<file path="config.mk">
export PLATFORM = sky130hd
export DESIGN_NAME = nonrestoring_divider_flat
export DESIGN_NICKNAME = d
export VERILOG_FILES = /design/src/rtl/nonrestoring_divider_if.sv /design/src/rtl/nonrestoring_divider.sv /design/src/flat_wrapper.sv
export SDC_FILE = /design/constraint.sdc
export NUM_CORES = 1
export LEC_CHECK = 0
export ABC_AREA = 1
export CAP_MARGIN = 20
export CORE_AREA = 8 8 172 109
export DETAILED_ROUTE_END_ITERATION = 7
export DIE_AREA = 0 0 180 117
export GPL_TIMING_DRIVEN = 0
export HOLD_SLACK_MARGIN = 0.1
export SKIP_LAST_GASP = 1
export SLEW_MARGIN = 10
export SYNTH_ARGS = -nofsm -noshare
export SYNTH_HDL_FRONTEND = slang
export SYNTH_SLANG_ARGS = --single-unit
</file>
<file path="constraint.sdc">
create_clock -name clk_i -period 3.5 [get_ports clk_i]
set_input_delay 0.35 -clock clk_i [delete_from_list [all_inputs] [get_ports clk_i]]
set_output_delay 0.35 -clock clk_i [all_outputs]
set_load 0.01 [all_outputs]
</file>
<file path="src/rtl/nonrestoring_divider_if.sv">
// Operand/result bus for the sequential non-restoring divider.
// The master (requester) drives the shared operand bus and start strobe;
// the slave (divider) returns the packed {remainder, quotient} and status flags.
interface nonrestoring_divider_if #(
    parameter int WIDTH = 16
);
    logic [WIDTH-1:0]   data_in;
    logic               start;
    logic [2*WIDTH-1:0] result;
    logic               done;
    logic               div0;
    logic               ovf;

    modport master (
        output data_in,
        output start,
        input  result,
        input  done,
        input  div0,
        input  ovf
    );

    modport slave (
        input  data_in,
        input  start,
        output result,
        output done,
        output div0,
        output ovf
    );
endinterface

</file>
<file path="src/rtl/nonrestoring_divider.sv">
// Sequential signed divider, one quotient bit per clock (non-restoring).
// The divisor and then the dividend arrive serially on the shared operand bus.
// The division runs on unsigned magnitudes; the signs are reapplied at the end.
// The result is packed as {remainder, quotient}, the same layout as the
// Booth multiplier's {A,Q} product.
module nonrestoring_divider #(
    parameter int WIDTH = 16
) (
    input  logic                  clk_i,
    input  logic                  rst_n_i,
    nonrestoring_divider_if.slave bus
);

    localparam int CW = $clog2(WIDTH + 1);

    typedef enum logic [2:0] {
        IDLE,
        LDM,
        LDQ,
        PREP,
        ITER,
        FIX,
        SIGN,
        DONE
    } stateT;

    stateT              stateQ, stateD;

    // A carries one extra bit so that its sign survives the shift/add steps.
    logic [WIDTH:0]     aQ, aD;
    logic [WIDTH-1:0]   qQ, qD;
    logic [WIDTH-1:0]   mQ, mD;
    logic [CW-1:0]      cntQ, cntD;
    logic               sqQ, sqD;
    logic               srQ, srD;
    logic [2*WIDTH-1:0] resultQ, resultD;
    logic               div0Q, div0D;
    logic               ovfQ, ovfD;

    logic [WIDTH-1:0]   mMag;
    logic [WIDTH-1:0]   qMag;
    logic [WIDTH:0]     mExt;
    logic [WIDTH:0]     aShift;
    logic [WIDTH:0]     aIter;
    logic [WIDTH:0]     aFix;
    logic [WIDTH-1:0]   quoSigned;
    logic [WIDTH-1:0]   remSigned;

    // Magnitudes stay WIDTH bits unsigned, so the most negative value maps onto 2^(WIDTH-1) with no loss.
    always_comb begin
        mMag = mQ[WIDTH-1] ? -mQ : mQ;
        qMag = qQ[WIDTH-1] ? -qQ : qQ;
    end

    // One non-restoring step: shift {A,Q} left, then subtract M if A was non-negative, else add M.
    always_comb begin
        mExt   = {1'b0, mQ};
        aShift = {aQ[WIDTH-1:0], qQ[WIDTH-1]};
        if (aQ[WIDTH]) begin
            aIter = aShift + mExt;
        end else begin
            aIter = aShift - mExt;
        end
        aFix = aQ[WIDTH] ? (aQ + mExt) : aQ;
    end

    // Reapply signs: the quotient takes sign(n)^sign(d); the remainder takes the dividend's sign.
    always_comb begin
        quoSigned = sqQ ? -qQ : qQ;
        remSigned = srQ ? -(aQ[WIDTH-1:0]) : aQ[WIDTH-1:0];
    end

    // State register; reset returns to IDLE and discards any operation in flight.
    always_ff @(posedge clk_i) begin
        if (!rst_n_i) begin
            stateQ <= IDLE;
        end else begin
            stateQ <= stateD;
        end
    end

    // Next-state sequencing; start is honoured only while IDLE or DONE.
    always_comb begin
        stateD = stateQ;
        case (stateQ)
            IDLE: begin
                if (bus.start) begin
                    stateD = LDM;
                end
            end
            LDM: begin
                stateD = LDQ;
            end
            LDQ: begin
                stateD = PREP;
            end
            PREP: begin
                if (mQ == '0) begin
                    stateD = DONE;
                end else begin
                    stateD = ITER;
                end
            end
            ITER: begin
                if (cntQ == CW'(1)) begin
                    stateD = FIX;
                end
            end
            FIX: begin
                stateD = SIGN;
            end
            SIGN: begin
                stateD = DONE;
            end
            DONE: begin
                if (bus.start) begin
                    stateD = LDM;
                end
            end
            default: begin
                stateD = IDLE;
            end
        endcase
    end

    // Datapath next values: each state touches only the registers it owns.
    always_comb begin
        aD      = aQ;
        qD      = qQ;
        mD      = mQ;
        cntD    = cntQ;
        sqD     = sqQ;
        srD     = srQ;
        resultD = resultQ;
        div0D   = div0Q;
        ovfD    = ovfQ;
        case (stateQ)
            LDM: begin
                mD    = bus.data_in;
                div0D = 1'b0;
                ovfD  = 1'b0;
            end
            LDQ: begin
                qD = bus.data_in;
                aD = '0;
            end
            PREP: begin
                sqD  = qQ[WIDTH-1] ^ mQ[WIDTH-1];
                srD  = qQ[WIDTH-1];
                mD   = mMag;
                qD   = qMag;
                cntD = CW'(WIDTH);
                if (mQ == '0) begin
                    resultD = {qQ, {WIDTH{1'b1}}};
                    div0D   = 1'b1;
                end
            end
            ITER: begin
                aD   = aIter;
                qD   = {qQ[WIDTH-2:0], ~aIter[WIDTH]};
                cntD = cntQ - CW'(1);
            end
            FIX: begin
                aD = aFix;
            end
            SIGN: begin
                resultD = {remSigned, quoSigned};
                ovfD    = ~sqQ & qQ[WIDTH-1];
            end
            default: begin
            end
        endcase
    end

    // Datapath registers, synchronously cleared so that no partial result survives a reset.
    always_ff @(posedge clk_i) begin
        if (!rst_n_i) begin
            aQ      <= '0;
            qQ      <= '0;
            mQ      <= '0;
            cntQ    <= '0;
            sqQ     <= 1'b0;
            srQ     <= 1'b0;
            resultQ <= '0;
            div0Q   <= 1'b0;
            ovfQ    <= 1'b0;
        end else begin
            aQ      <= aD;
            qQ      <= qD;
            mQ      <= mD;
            cntQ    <= cntD;
            sqQ     <= sqD;
            srQ     <= srD;
            resultQ <= resultD;
            div0Q   <= div0D;
            ovfQ    <= ovfD;
        end
    end

    // Outputs are taken straight from registers; done is decoded from the DONE state alone.
    always_comb begin
        bus.result = resultQ;
        bus.done   = (stateQ == DONE);
        bus.div0   = div0Q;
        bus.ovf    = ovfQ;
    end

endmodule

</file>
<file path="src/flat_wrapper.sv">
// flat-port wrapper written by rule: the top's interface ports become plain ports
module nonrestoring_divider_flat 
#(
    parameter int WIDTH = 16
)
  (clk_i, rst_n_i, bus_data_in, bus_start, bus_result, bus_done, bus_div0, bus_ovf);
  nonrestoring_divider_if #(.WIDTH(WIDTH)) bus_i ();
  input  logic clk_i;
  input  logic rst_n_i;
  input wire logic [$bits(bus_i.data_in)-1:0] bus_data_in;
  input wire logic [$bits(bus_i.start)-1:0] bus_start;
  output wire logic [$bits(bus_i.result)-1:0] bus_result;
  output wire logic [$bits(bus_i.done)-1:0] bus_done;
  output wire logic [$bits(bus_i.div0)-1:0] bus_div0;
  output wire logic [$bits(bus_i.ovf)-1:0] bus_ovf;
  assign bus_i.data_in = bus_data_in;
  assign bus_i.start = bus_start;
  assign bus_result = bus_i.result;
  assign bus_done = bus_i.done;
  assign bus_div0 = bus_i.div0;
  assign bus_ovf = bus_i.ovf;
  nonrestoring_divider #(.WIDTH(WIDTH)) u_core (.clk_i(clk_i), .rst_n_i(rst_n_i), .bus(bus_i));
endmodule
</file>
==> qor.log, run 1 <==
qor: worst_hold_path.holdCritStartpoint u_core.bus.result[30]
qor: global_routing.number_of_antenna_violations_at_the_first_check_in_global_routing 0
qor: critical_path.timing.critical_path.cells inv_1, nand4_1, nor2_2, nand2_1, nor2_4, nand2_1, nor3_1, ha_1, o21ai_0, ha_1, nand2_1, inv_1, nand2_1, nand2_1, inv_1, nand2_1, a21oi_2, nand2_1, nand2_1, nand2_1, a21oi_1
qor: critical_path.timing.rr.start u_core.mQ[1]
qor: critical_path.end_kind register
qor: synthesis.yosys.area_share.xor_xnor 1.913%
qor: sta.drv_slew 0
qor: die.fp.dieH 117 um
qor: synthesis.post_synth_inst_count 1,184
qor: final_layout.layout.core_utilization 51.30%
qor: synthesis.synth_simple_gate_area_share 33.71%
qor: critical_path.required 3.79 ns
qor: status.status finished clean
qor: critical_path.arrival_time_at_the_worst_endpoint 3.52 ns
qor: die.rows 37
qor: synthesis.number_of_flops_mapped_to_enable_cells_by_yosys 0
qor: synthesis.seq_area_frac_synth 25.41%
qor: placement.placedCellCount 1,451
qor: clock_network.numClockSinks 93
qor: final_layout.post_layout_nonfiller_instances 1,467
qor: power.finalPower 7.108 mW
qor: synthesis.yosys-top-cells-count 309 x sky130_fd_sc_hd__nand2_1, 168 x sky130_fd_sc_hd__inv_1, 111 x sky130_fd_sc_hd__nand3_1, 110 x sky130_fd_sc_hd__a21oi_1, 93 x sky130_fd_sc_hd__dfxtp_1
qor: final_layout.diodes 0
qor: global_routing.grt_overflow 0
qor: global_routing.grt_pass1_vias 7,154
qor: sta.final_critical_path_required_period 3.230 ns
qor: sta.post-route-period-util 92.29%
qor: critical_path.criticalPathCategory reg -> reg
qor: clock_network.tritoncts_clock_tree done
qor: sta.maximum_clock_rate 309.6 MHz
qor: synthesis.syn-mean-instance-area 6.187 um^2
qor: synthesis.synthesized_nets 1,244
qor: sta.report.final.hold_viol_count 0
qor: final_layout.area_growth 15.08%
qor: global_routing.grt_first_pass_wirelength 43,220 um
qor: synthesis.synthMuxAreaShare 0%
qor: critical_path.critical_path_startpoint_category register
qor: worst_hold_path.min_path_cells 2
qor: die.floorplan.initialDensity 44.58%
qor: critical_path.reg2reg_to u_core.qQ[0]
qor: power.vdd.ir_drop.worst 0.5303 mV
qor: synthesis.dominant_combinational_cell_family_by_area_after_synthesis simple AND/OR/NAND/NOR gates
qor: power.power.density 843.2 nW/um^2
qor: critical_path.worstRegToRegCells 21
qor: drt.drt-wirelength-per-cell 19.45 um
qor: synthesis.ys_types 47
qor: die.dieArea 21,060 um^2
qor: synthesis.synth_fa_ha_area_share 7.208%
qor: sta.setup-tns-final 0 ns
qor: sta.worst-slew-pin-transition 0.7557 ns
qor: clock_network.cts-root-to-sink-buffers 2
qor: critical_path.timing.reg2reg.setup_slack 0.27 ns
qor: final_layout.post_route_cells_drive_above_1_share 6.784%
qor: synthesis.synth-main-ff-cell sky130_fd_sc_hd__dfxtp_1
qor: drt.postRouteWirelength 28,540 um
qor: synthesis.yosys-top-cells-area sky130_fd_sc_hd__dfxtp_1 25%, sky130_fd_sc_hd__nand2_1 16%, sky130_fd_sc_hd__inv_1 8.6%
qor: die.core 16,430 um^2
qor: drt.drt_pre_antenna_iters 5
qor: clock_network.cts-root-buf sky130_fd_sc_hd__clkbuf_16
qor: worst_hold_path.min_delay_worst_endpoint u_core.bus.result[30]
qor: sta.fin_worst_hold_slack 0.4673 ns
qor: sta.clock-skew-final 0.01524 ns
qor: synthesis.synthArstFlopShare 0%
qor: synthesis.synthDominantAreaCellType sky130_fd_sc_hd__dfxtp_1
qor: synthesis.synth.cell_area 7326 um^2
qor: drt.drt_iter0_markers 1,133
qor: critical_path.critical-path-top-cell-by-count sky130_fd_sc_hd__nand2_1
qor: clock_network.cts_stage_hold_buffer_count 0
qor: power.static-leakage-power 3.952 nW
qor: sta.worst_slew_margin_relative_to_its_limit 49.62%
qor: critical_path.timing.critical_path.fanout_max 5
qor: drt.drc 0
qor: clock_network.clk_pin_slew 0.08 ns
qor: placement.globalplace.congestion 0.9793
qor: run.cap_violations 0
qor: synthesis.yosysWarnings 0
qor: die.floorplan.io_pins 54
qor: worst_hold_path.timing.hold.worst.class reg -> reg
qor: critical_path.max_stage_delay 0.38 ns
qor: placement.detailed_place_hpwl 23,010 um
qor: synthesis.synth.ff_latch_count 93
qor: final_layout.final_nets 1,308
qor: drt.ant_nets 0
qor: clock_network.htree_levels 3
qor: synthesis.yosys.area.top_type_share 25.41%
qor: drt.route.vias.total 8,205
qor: placement.port_buffers 53
qor: global_routing.grt_max_degree 18
qor: drt.drt-vias-per-instance 5.593
qor: clock_network.tritoncts.num_buffers 9
qor: sta.setup_viol 0
qor: synthesis.synth-compound-area-share 19.62%
qor: synthesis.synth_most_common_cell sky130_fd_sc_hd__nand2_1
qor: critical_path.critical_path.slowest_cell sky130_fd_sc_hd__dfxtp_1
qor: clock_network.clock_latency 0.36 ns
qor: die.floorplan.die.width 180 um
qor: global_routing.grt_util_all_layers 26.82%
==> logic make-up (layout without fill, tap and decap cells) <==
kind of cell | after synthesis | in the layout
AO/OA/AOI/OAI | 255 | 255
XOR/XNOR | 16 | 16
adder cells (fa/ha/maj) | 41 | 41
buffers and inverters | 220 | 289
flip-flops | 93 | 93
AND/OR/NAND/NOR | 559 | 559
==> per-stage QoR <==
| step | area, um^2 | worst slack [ns] |
|---|---|---|
| 2_1_floorplan | 7326 | 0.8713 |
| 3_3_place_gp | 8124 | 0.1151 |
| 3_5_place_dp | 8124 | 0.09168 |
| 4_1_cts | 8416 | 0.07364 |
| 5_1_grt | 8431 | -0.009412 |
| 6_report | 8431 | 0.2698 |
==> cells in the final DEF, fill, tap and decap left out, types with 9 or more instances in the layout <==
cell type and instances:
sky130_fd_sc_hd__o211ai_1 12, sky130_fd_sc_hd__nand2_1 309, sky130_fd_sc_hd__ha_1 39, sky130_fd_sc_hd__a221oi_1 16, sky130_fd_sc_hd__clkdlybuf4s50_1 53, sky130_fd_sc_hd__buf_2 13, sky130_fd_sc_hd__nand4_1 12, sky130_fd_sc_hd__a21oi_1 109
sky130_fd_sc_hd__clkbuf_16 9, sky130_fd_sc_hd__nor3_1 14, sky130_fd_sc_hd__clkbuf_1 19, sky130_fd_sc_hd__inv_1 168, sky130_fd_sc_hd__nor2_1 66, sky130_fd_sc_hd__o21ai_0 82, sky130_fd_sc_hd__or2_2 9, sky130_fd_sc_hd__nand3_1 111
sky130_fd_sc_hd__dfxtp_1 93, sky130_fd_sc_hd__xor2_1 10
==> area by class of cell <==
class / instances / area, um^2
fillers: 1744 / 8004
multi-input cells: 871 / 4587
flip-flops and latches: 93 / 1862
inverters: 179 / 676.9
repair buffers: 54 / 538.0
well taps: 214 / 267.8
clock buffers: 10 / 239.0
plain buffers: 40 / 207.7
clock inverters: 6 / 52.55
==> worst max path at each step <==
stage,cells after the start,from,end,slack [ns]
detailed placement,21,u_core.mQ[1],u_core.qQ[0],0.09
finish,21,u_core.mQ[1],u_core.qQ[0],0.27
global placement,21,u_core.mQ[1],u_core.qQ[0],0.12
CTS,21,u_core.mQ[1],u_core.qQ[0],0.07
floorplan,22,u_core.mQ[1],u_core.aQ[16],0.87
global route,21,u_core.mQ[1],u_core.qQ[0],-0.009
==> where the power goes <==
| group | internal [mW] | leakage [nW] | switching [mW] |
|---|---|---|---|
| registers | 1.28 | 0.755 | 0.419 |
| logic | 1.42 | 3.06 | 2.98 |
| clock network | 0.514 | 0.138 | 0.497 |
==> metal layers <==
metal | part of all wire, % | up-vias | global-route usage (%)
met1 | 52 | 3742 | 42.33
met3 | 12 | 18 | 8.693
li1 | - | 4053 | -
met4 | 0.80 | 0 | 4.422
met5 | 0 | - | 0
met2 | 35 | 392 | 33.53
==> sequential cells by signal, indices dropped and copies added (netlist names) <==
name / flops
u_core.aQ: 17
u_core.mQ: 16
u_core.bus.ovf: 1
u_core.stateQ: 3
u_core.sqQ: 1
u_core.bus.result: 32
u_core.qQ: 16
u_core.srQ: 1
u_core.cntQ: 5
u_core.bus.div0: 1
==> worst max-delay path: cells and delay by family, from the launching register on <==
kind	cells	cell delay (ns)
and+or+nand+nor	13	1.45
buffers and inverters	3	0.23
AOI/OAI and AO/OA	3	0.53
adders and majority gates	2	0.55
DFF	1	0.38
==> timing repair <==
action / CTS / global route
endpoints found under the setup margin: 0 / 4
gates resized for setup: 0 / 4
setup buffers: 0 / 1
No activity file was read; power rests on OpenSTA's default activity.
==> run 2: changes to the inputs <==
--- a/config.mk
+++ b/config.mk
@@ -11,7 +11,7 @@
 export DETAILED_ROUTE_END_ITERATION = 7
 export DIE_AREA = 0 0 180 117
 export GPL_TIMING_DRIVEN = 0
-export HOLD_SLACK_MARGIN = 0.1
+export HOLD_SLACK_MARGIN = 0.02
 export SKIP_LAST_GASP = 1
 export SLEW_MARGIN = 10
 export SYNTH_ARGS = -nofsm -noshare
==> results of run 2 <==
Same layout as run 1: the final DEF is identical, and so are final timing and power.
==> RTL edit (flow settings as in run 2) <==
`WIDTH` is set to 16 in 3 places; all go to 8.
--- a/src/rtl/nonrestoring_divider_if.sv
+++ b/src/rtl/nonrestoring_divider_if.sv
@@ -3,5 +3,5 @@
 // the slave (divider) returns the packed {remainder, quotient} and status flags.
 interface nonrestoring_divider_if #(
-    parameter int WIDTH = 16
+    parameter int WIDTH = 8
 );
     logic [WIDTH-1:0]   data_in;
--- a/src/rtl/nonrestoring_divider.sv
+++ b/src/rtl/nonrestoring_divider.sv
@@ -5,5 +5,5 @@
 // Booth multiplier's {A,Q} product.
 module nonrestoring_divider #(
-    parameter int WIDTH = 16
+    parameter int WIDTH = 8
 ) (
     input  logic                  clk_i,
--- a/src/flat_wrapper.sv
+++ b/src/flat_wrapper.sv
@@ -2,5 +2,5 @@
 module nonrestoring_divider_flat 
 #(
-    parameter int WIDTH = 16
+    parameter int WIDTH = 8
 )
   (clk_i, rst_n_i, bus_data_in, bus_start, bus_result, bus_done, bus_div0, bus_ovf);
Ports: changed (resized bus_data_in and bus_result); port bits go from 54 to 30. The function was not compared with the original's and may differ.
==> RTL edit against run 2 <==
Routed wire length fell by 58%; fmax grew 18%; worst setup slack better by 0.49 ns; clock power shrank 49%; global-route usage is 15 points lower; power shrank 67%; design area fell by 46%; critical endpoint is now u_core.aQ[8]; cell count decreased by 45%; area after synthesis down 48%; sequential cell count decreased by 41.
==> RTL edit: results (changes against run 2) <==
| Metric | Value |
|---|---|
| Crit path DAT | 2.95 ns (-0.57 ns) |
| Number of global-route vias before repair | 3402 (-52%) |
| Worst-path fanout max | 5 (unchanged) |
| Post-synth cell types | 48 (+2.1%) |
| Synth warn | 0 (unchanged) |
| Worst-path clk slew | 0.08 ns (about the same) |
| Initial DRT Pass Iterations | 5 (unchanged) |
| Hold Path Class | in2reg |
| Largest net degree at the start of global routing | 17 (-1) |
| Total GRT Usage | 0.114 (-0.154) |
| RR Startpoint | u_core.mQ[0] |
| Reg2reg end | u_core.aQ[8] |
| Ys flop type | dfxtp_1 |
| Setup Fix Bufs, Post-CTS | 0 (unchanged) |
| Initial antenna violation count | 0 (unchanged) |
| H-tree levels | 2 (-1) |
| Layout cell share with drive strength beyond 1 | 0.0870 (+0.0191) |
| Routed Wire Length | 12000 µm (-58%) |
| Post-synthesis sequential area ratio | 0.272 (+0.0177) |
| Crit Path Class | reg2reg |
| Max VDD drop | 0.000198 V (-63%) |
| Outcome | completed |
| Cts hold-fix bufs | 0 (unchanged) |
| Largest cells by area after synthesis | dfxtp_1, nand2_1, inv_1, ha_1, nand3_1 |
| Drt initial violations | 395 (-65%) |
| Port bufs | 28 (-47%) |
| Ant diodes | 0 (unchanged) |
| HPWL after DPL | 9620 µm (-58%) |
| R2R Setup Slk | 0.76 ns (+0.49 ns) |
| Clk_lat worst skew | 0.30 ns (-0.06 ns) |
| Crit path largest cell delay | 0.34 ns (-0.04 ns) |
| Ys async rst share | 0 (unchanged) |
| First-pass GRT wire length | 18900 µm (-56%) |
| Slowest-stage cell, CP | dfxtp_1 |
| Pleak | 2.04 nW (-48%) |
| Num CTS Buffers | 5 (-4) |
| Worst rel slew slack | 0.552 (+0.0557) |
| CTS resizes | 0 (unchanged) |
| Sw Pwr | 1.06 mW (-73%) |
| DR DRC count | 0 (unchanged) |
| Root buffer cell | clkbuf_16 |
| Drt via density | 4.74 (-15%) |
| Reg2reg path depth | 18 (-14%) |
| Final GP Congestion | 0.900 (-8.1%) |
| Syn Nets | 599 (-52%) |
| CTS max path bufs | 2 (unchanged) |
| Fill count | 1814 (+4.0%) |
| Layout Skew | 0.00596 ns (-0.00928 ns) |
| Post-synth top cells | nand2_1, inv_1, dfxtp_1 |
| Fin nets | 634 (-52%) |
| Max reg flops | 16 (-50%) |
-- RTL edit: per-stage QoR --
stage	area (µm²)	setup slack, ns	instances	power, mW	utilization
after floorplan	3830	1.31	562	1.56	-
after global placement	4380	0.795	804	1.84	0.266
after detailed placement	4380	0.780	804	1.85	0.266
after CTS	4520	0.790	812	2.37	0.275
after global routing	4520	0.535	812	2.55	0.275
final	4520	0.755	812	2.38	0.275
-- RTL edit: cell type report --
class | count | area, µm² | area share
Buffer | 16 | 109 | 0.0241
Tap cell | 214 | 268 | 0.0592
Inverter | 95 | 369 | 0.0816
Clock buffer | 6 | 129 | 0.0285
Multi-Input combinational cell | 399 | 2310 | 0.511
Clock inverter | 2 | 16.3 | 0.00360
Sequential cell | 52 | 1040 | 0.230
Timing Repair Buffer | 28 | 280 | 0.0620
-- RTL edit: power by group through the flow --
stage,logic (mW),registers (mW),clock network (mW)
after detailed placement,1.06,0.788,0
after global placement,1.06,0.788,0
after floorplan,0.801,0.758,0
after global routing,1.21,0.787,0.551
final,1.08,0.778,0.517
after CTS,1.07,0.775,0.526
-- RTL edit: metal layers --
metal	up-vias	track usage	part of all wire
met5	-	0	0
met4	0	0.0326	0.012
met3	10	0.0253	0.087
met2	146	0.141	0.35
met1	1751	0.184	0.55
li1	1941	-	-
-- RTL edit: worst min path at each step --
stage | start | to | slack [ns] | depth (start not counted)
after floorplan | bus_start | u_core.stateQ[2] | 0.44 | 1
after global placement | u_core.cntQ[2] | u_core.cntQ[2] | 0.45 | 2
after detailed placement | u_core.bus.result[13] | u_core.bus.result[13] | 0.46 | 2
after CTS | rst_n_i | u_core.mQ[4] | 0.41 | 3
after global routing | rst_n_i | u_core.qQ[2] | 0.41 | 3
final | rst_n_i | u_core.bus.result[8] | 0.41 | 3
-- RTL edit: critical path: cells and delay by family (launching register included) --
kind,cells,cell delay [ns]
AND/OR/NAND/NOR,10,1.01
flip-flops,1,0.34
AO/OA/AOI/OAI,2,0.40
adder cells (fa/ha/maj),2,0.58
buffers and inverters,4,0.32
-- RTL edit: cell families after synthesis --
family          synth area share
compound gates             0.204
xor+xnor                  0.0229
fa+ha+maj                 0.0889
buf+inv                    0.125
flops                      0.272
simple gates               0.288
